==> config.mk <==
export PLATFORM = sky130hd
export DESIGN_NAME = spi_ctrl_fsm
export DESIGN_NICKNAME = d
export VERILOG_FILES = /design/src/rtl/spi_defs_pkg.sv /design/src/rtl/spi_sclk_gen.sv /design/src/rtl/spi_ctrl_fsm.sv
export SDC_FILE = /design/constraint.sdc
export NUM_CORES = 1
export LEC_CHECK = 0
export BUFFER_PORTS_ARGS = -buffer_cell sky130_fd_sc_hd__buf_4
export CORE_MARGIN = 2
export CORE_UTILIZATION = 49
export CTS_CLUSTER_DIAMETER = 120
export DETAILED_ROUTE_END_ITERATION = 7
export MAX_ROUTING_LAYER = met4
export PLACE_DENSITY_LB_ADDON = 0.3
export SETUP_SLACK_MARGIN = 0.05
export SLEW_MARGIN = 20
export SYNTH_ARGS = -nofsm -noshare
export SYNTH_HDL_FRONTEND = slang
export SYNTH_SLANG_ARGS = --single-unit
==> constraint.sdc <==
create_clock -name clk -period 1.45 [get_ports clk]
set_input_delay 0.0725 -clock clk [delete_from_list [all_inputs] [get_ports clk]]
set_output_delay 0.0725 -clock clk [all_outputs]
set_load 0.01 [all_outputs]
==> src/rtl/spi_defs_pkg.sv <==
`default_nettype none
// ============================================================
// Package : spi_defs
// Purpose : Shared types and constants for the SPI controller.
// Rev     : 1.0
// ============================================================
package spi_defs;

   localparam int CHAR_BITS = 8;
   localparam int CFG_DIV_W = 8;

   typedef enum logic [2:0] {
      IDLE     = 3'd0,
      LOAD     = 3'd1,
      CS_SETUP = 3'd2,
      TRANSFER = 3'd3,
      CS_HOLD  = 3'd4
   } spi_ctrl_state_e;

   typedef struct packed {
      logic                 cpol;
      logic                 cpha;
      logic [CFG_DIV_W-1:0] div;
   } spi_cfg_t;

endpackage
`default_nettype wire

==> src/rtl/spi_sclk_gen.sv <==
`default_nettype none
// ============================================================
// Module  : spi_sclk_gen
// Purpose : SCLK divider, edge counter and edge-type qualifiers.
// Rev     : 1.0
// ============================================================
module spi_sclk_gen #(
   parameter int DIV_W     = 8,
   parameter int CHAR_BITS = 8
) (
   input  logic             clk,
   input  logic             rst_n,
   input  logic             count_en,
   input  logic             shift_en,
   input  logic             idle_level,
   input  logic [DIV_W-1:0] div,
   output logic             sclk,
   output logic             tc,
   output logic             first,
   output logic             lead,
   output logic             trail,
   output logic             last
);

   localparam int c_edge_w = $clog2(2 * CHAR_BITS);
   localparam logic [c_edge_w-1:0] c_last_edge = c_edge_w'(2 * CHAR_BITS - 1);

   logic [DIV_W-1:0]    r_div_cnt;
   logic [c_edge_w-1:0] r_edge_cnt;
   logic                r_sclk;
   logic                w_tc;

   assign w_tc  = count_en && (r_div_cnt == div);
   assign tc    = w_tc;
   assign first = count_en && (r_div_cnt == '0);
   assign lead  = w_tc && shift_en && !r_edge_cnt[0];
   assign trail = w_tc && shift_en &&  r_edge_cnt[0];
   assign last  = (r_edge_cnt == c_last_edge);
   assign sclk  = r_sclk;

   // The divider also times CS setup/hold; SCLK only moves while shifting.
   always_ff @(posedge clk or negedge rst_n) begin
      if (!rst_n) begin
         r_div_cnt  <= '0;
         r_edge_cnt <= '0;
         r_sclk     <= 1'b0;
      end else begin
         if (!count_en || w_tc) begin
            r_div_cnt <= '0;
         end else begin
            r_div_cnt <= r_div_cnt + DIV_W'(1);
         end
         if (!shift_en) begin
            r_edge_cnt <= '0;
            r_sclk     <= idle_level;
         end else if (w_tc) begin
            r_edge_cnt <= r_edge_cnt + c_edge_w'(1);
            r_sclk     <= ~r_sclk;
         end
      end
   end

endmodule
`default_nettype wire

==> src/rtl/spi_ctrl_fsm.sv <==
`default_nettype none
// ============================================================
// Module  : spi_ctrl_fsm
// Purpose : SPI transfer controller: SCLK, CS_n and datapath strobes.
// Rev     : 1.0
// ============================================================
module spi_ctrl_fsm #(
   parameter int DIV_W     = 8,
   parameter int CHAR_BITS = 8
) (
   input  logic             clk,
   input  logic             rst_n,
   input  logic             spi_en_i,
   input  logic             cpol_i,
   input  logic             cpha_i,
   input  logic [DIV_W-1:0] clk_div_i,
   input  logic             tx_fifo_empty_i,
   output logic             sclk_o,
   output logic             cs_n_o,
   output logic             tx_shift_load_o,
   output logic             tx_fifo_read_o,
   output logic             mosi_first_en_o,
   output logic             mosi_transmit_en_o,
   output logic             miso_en_o,
   output logic             mosi_mux_sel_o,
   output logic             rx_fifo_write_o,
   output logic             busy_o,
   output logic             xfer_done_o
);

   import spi_defs::*;

   spi_ctrl_state_e r_state;
   spi_ctrl_state_e w_state_nxt;
   spi_cfg_t        r_cfg;

   logic w_count_en;
   logic w_shift_en;
   logic w_idle_level;
   logic w_tc;
   logic w_first;
   logic w_lead;
   logic w_trail;
   logic w_last;

   assign w_count_en   = (r_state == CS_SETUP) || (r_state == TRANSFER) || (r_state == CS_HOLD);
   assign w_shift_en   = (r_state == TRANSFER);
   // Follow the incoming polarity during LOAD so SCLK is settled before CS falls.
   assign w_idle_level = (r_state == LOAD) ? cpol_i : r_cfg.cpol;
   assign busy_o       = (r_state != IDLE);

   spi_sclk_gen #(
      .DIV_W     (DIV_W),
      .CHAR_BITS (CHAR_BITS)
   ) u_sclk_gen (
      .clk        (clk),
      .rst_n      (rst_n),
      .count_en   (w_count_en),
      .shift_en   (w_shift_en),
      .idle_level (w_idle_level),
      .div        (r_cfg.div[DIV_W-1:0]),
      .sclk       (sclk_o),
      .tc         (w_tc),
      .first      (w_first),
      .lead       (w_lead),
      .trail      (w_trail),
      .last       (w_last)
   );

   always_ff @(posedge clk or negedge rst_n) begin
      if (!rst_n) begin
         r_state <= IDLE;
         r_cfg   <= '0;
      end else begin
         r_state <= w_state_nxt;
         if (r_state == LOAD) begin
            r_cfg.cpol <= cpol_i;
            r_cfg.cpha <= cpha_i;
            r_cfg.div  <= CFG_DIV_W'(clk_div_i);
         end
      end
   end

   always_comb begin
      w_state_nxt        = r_state;
      cs_n_o             = 1'b1;
      mosi_mux_sel_o     = 1'b0;
      tx_shift_load_o    = 1'b0;
      tx_fifo_read_o     = 1'b0;
      mosi_first_en_o    = 1'b0;
      mosi_transmit_en_o = 1'b0;
      miso_en_o          = 1'b0;
      rx_fifo_write_o    = 1'b0;
      xfer_done_o        = 1'b0;
      case (r_state)
         IDLE: begin
            if (spi_en_i && !tx_fifo_empty_i) begin
               w_state_nxt = LOAD;
            end
         end
         LOAD: begin
            tx_shift_load_o = 1'b1;
            tx_fifo_read_o  = 1'b1;
            w_state_nxt     = CS_SETUP;
         end
         CS_SETUP: begin
            cs_n_o          = 1'b0;
            mosi_mux_sel_o  = 1'b1;
            mosi_first_en_o = !r_cfg.cpha && w_first;
            if (w_tc) begin
               w_state_nxt = TRANSFER;
            end
         end
         TRANSFER: begin
            cs_n_o         = 1'b0;
            mosi_mux_sel_o = 1'b1;
            // With CPHA=0 the first bit was presented during setup, so edge 15 shifts nothing.
            if (r_cfg.cpha) begin
               mosi_transmit_en_o = w_lead;
               miso_en_o          = w_trail;
            end else begin
               miso_en_o          = w_lead;
               mosi_transmit_en_o = w_trail && !w_last;
            end
            if (w_trail && w_last) begin
               w_state_nxt = CS_HOLD;
            end
         end
         CS_HOLD: begin
            cs_n_o          = 1'b0;
            mosi_mux_sel_o  = 1'b1;
            rx_fifo_write_o = w_first;
            xfer_done_o     = w_first;
            if (w_tc) begin
               w_state_nxt = IDLE;
            end
         end
         default: begin
            w_state_nxt = IDLE;
         end
      endcase
   end

endmodule
`default_nettype wire

==> metrics <==
Initial Util roughly half; failing checks setup timing; critical path class reg2out; Final TNS setup -6280 ps; Tmin final 1920 ps; final setup fails 35; Root Buffer clkbuf_4; drt first pass iters 4; f_max 521 MHz; Syn Nets 148; Post-Route WL 6240 um; outcome finished with violations; vias in the first global route 1429; layout cell share with drive strength beyond 1 66.4%; worst setup margin -469 ps; Critical-path top delay cell dfrtp_2; Max IR drop VDD 2100 uV; Pwr Density 1810 mW/mm^2; placer congestion estimate 0.817; routed length per instance about 26 um; RSZ-0062 raised after global routing true; Critical Path, Cell by Cell inv_2, ha_4, nor4b_4, nand2_2, nor3b_2, buf_4; maximum fanout along the worst path 3; Antenna Violating Nets Remaining 0; Rows 19; dpl cells 197; Layout fillers 69; Port Buffer Count 24; GR Overflow Total 0; ant diodes 0; sequential area share after synthesis 45.7%; clk_lat worst skew ~360 ps; Worst EP required 1380 ps; Top Family by Delay on Critical Path simple AND/OR/NAND/NOR gates; Slew Limit Fails 0; startpoint types flop; Vert. Die Dim 57.9 um; hold crit path type in2reg; synthesis-to-layout area growth 83.0%; CP peak stage delay 490 ps; relative slew slack about three quarters; synth top area cells dfrtp_1, mux2_2, xnor2_1; first-pass GRT wire length approximately 7000 um; Yosys reg bits 26; Hold Fails Final Rpt 0; Mapped Avg Cell Area 10.9 sq um; ys async rst share 100%; area leader, netlist dfrtp_1; area of the die 0.00335 sq mm; Crit path arrival time 1850 ps; synth warn 0; clk slew on worst S/H paths 150 ps; DIE WIDTH approximately 58 um; synthesized area roughly 0.0014 sq mm; vias per inst 6.50; number of CTS-inserted buffers 3; buffer levels on the longest clock path 2; antenna violations before repair 0; Post-synth EDFFs 0; IO Count 25; Finished Layout Cells about 240; post-synth cell types 37; count leader, synth dfrtp_1; Buf/Inv on CP 2; CTS tree done; H-tree Lvls 1; # clock sinks 26; post-DP HPWL around 2400 um; CP endpoint kind output pin; Post-Synthesis Cells 131; GRT Resource Usage Total slightly below 30%; Clock Skew 3.88 ps; Max-Cap Viols 0; DRC viols 0; nets@finish 229; dpl ws -108 ps; crit share post-route 132%; largest net degree at the start of global routing 27; Worst-Margin Slew roughly 360 ps; DR vias 1574; Top FF cell, synth dfrtp_1; area share of the largest cell type after synthesis 45.7%; top cell types by occurrence after synthesis dfrtp_1, mux2_2, nand3_1; initial DRC count 189; core area between 0.002 and 0.003 sq mm; Leakage Power 1.12 nW
==> path summary, 6_finish.rpt <==
| path | from | endpoint | slack [ps] | cells after the start |
|---|---|---|---|---|
| worst min register to register | r_cfg[9] | r_cfg[9] | 560 | 1 |
| worst max register to register | r_cfg[2] | u_sclk_gen.sclk | -290 | 5 |
| max in group asynchronous | rst_n | u_sclk_gen.r_div_cnt[4] | 1030 | 2 |
| worst min-delay path | spi_en_i | r_state[0] | 90 | 3 |
| worst max-delay path | u_sclk_gen.r_div_cnt[0] | rx_fifo_write_o | -470 | 6 |
| min in group asynchronous | rst_n | r_cfg[9] | 140 | 2 |
==> through the flow <==
stage                     hold WS [ps]  instance area, sq um  utilization [%]  total power [mW]
after detailed placement         0.937                  1760             63.9              2.53
final                             85.8                  2610             94.5              4.71
after CTS                         2.27                  2220             80.4              3.58
after global placement           -2.30                  1760             63.9              2.44
after global routing              80.0                  2610             94.5              4.87
after floorplan                   -223                  1450                -              2.01
==> area by class of cell <==
type                    count  area, sq um  area share [%]
multi-input cells          96         1100            42.2
flip-flops and latches     26          659            25.3
well taps                  31         38.8            1.49
clock buffers               3         22.5           0.864
repair buffers             80          736            28.2
clock inverters             1         30.0            1.15
inverters                   5         18.8           0.720
==> flip-flops by register name, summed over array words and instances, names as in the netlist <==
register / count
r_cfg: 10
u_sclk_gen.sclk: 1
r_state: 3
u_sclk_gen.r_edge_cnt: 4
u_sclk_gen.r_div_cnt: 8
==> worst min-delay path, cell delays in order <==
cell and delay, ps:
buf_4 110, a21oi_1 180, nor4_2 70
==> what timing repair did <==
action,4_1_cts,5_1_grt
endpoints found under the setup margin,35,35
buffers inserted,10,18
hold endpoints to repair,35,1
gates resized for setup,52,47
hold buffers,10,1
gates cloned,1,2
pin swaps,14,24
==> logic make-up after synthesis <==
group           Yosys count  share of synthesized area, %
simple gates             53                          23.6
xor+xnor                 14                          10.2
flops                    26                          45.7
mux                      11                          8.61
compound gates           13                          5.71
fa+ha+maj                 3                          2.64
buf+inv                  11                          3.60
==> layer usage <==
metal	global-route usage (%)	share of wire, %
met5	-	0
met4	9.97	8.7
met3	5.58	6.6
met2	52.9	50
met1	32.0	35
==> power by group <==
part / internal (mW) / total, mW / switching [mW]
Sequential: 0.954 / 1.29 / 0.340
Combinational: 1.46 / 2.88 / 1.42
Clock: 0.281 / 0.535 / 0.255
==> layout by cell type, fill, tap and decap left out, types with 2 or more instances in the layout <==
cell           instances
or3_4                  2
dlygate4sd3_1         11
a21oi_1                3
nand3_1                7
buf_4                 46
nor2b_1                2
inv_2                  3
nor3_4                 2
xor2_1                 5
xnor2_4                2
xnor2_2                6
mux2_4                 9
nor4_4                 3
dfrtp_2                7
o21ai_0                2
buf_12                 2
nor2_1                 3
clkbuf_4               3
buf_6                 20
inv_1                  2
nor3b_2                3
and4_4                 2
nor2_4                 2
ha_1                   2
nand4_1                2
dfrtp_1               19
nand4_4                4
nand2_1                3
nor3_2                 6
Power figures use the tool's default switching activity.
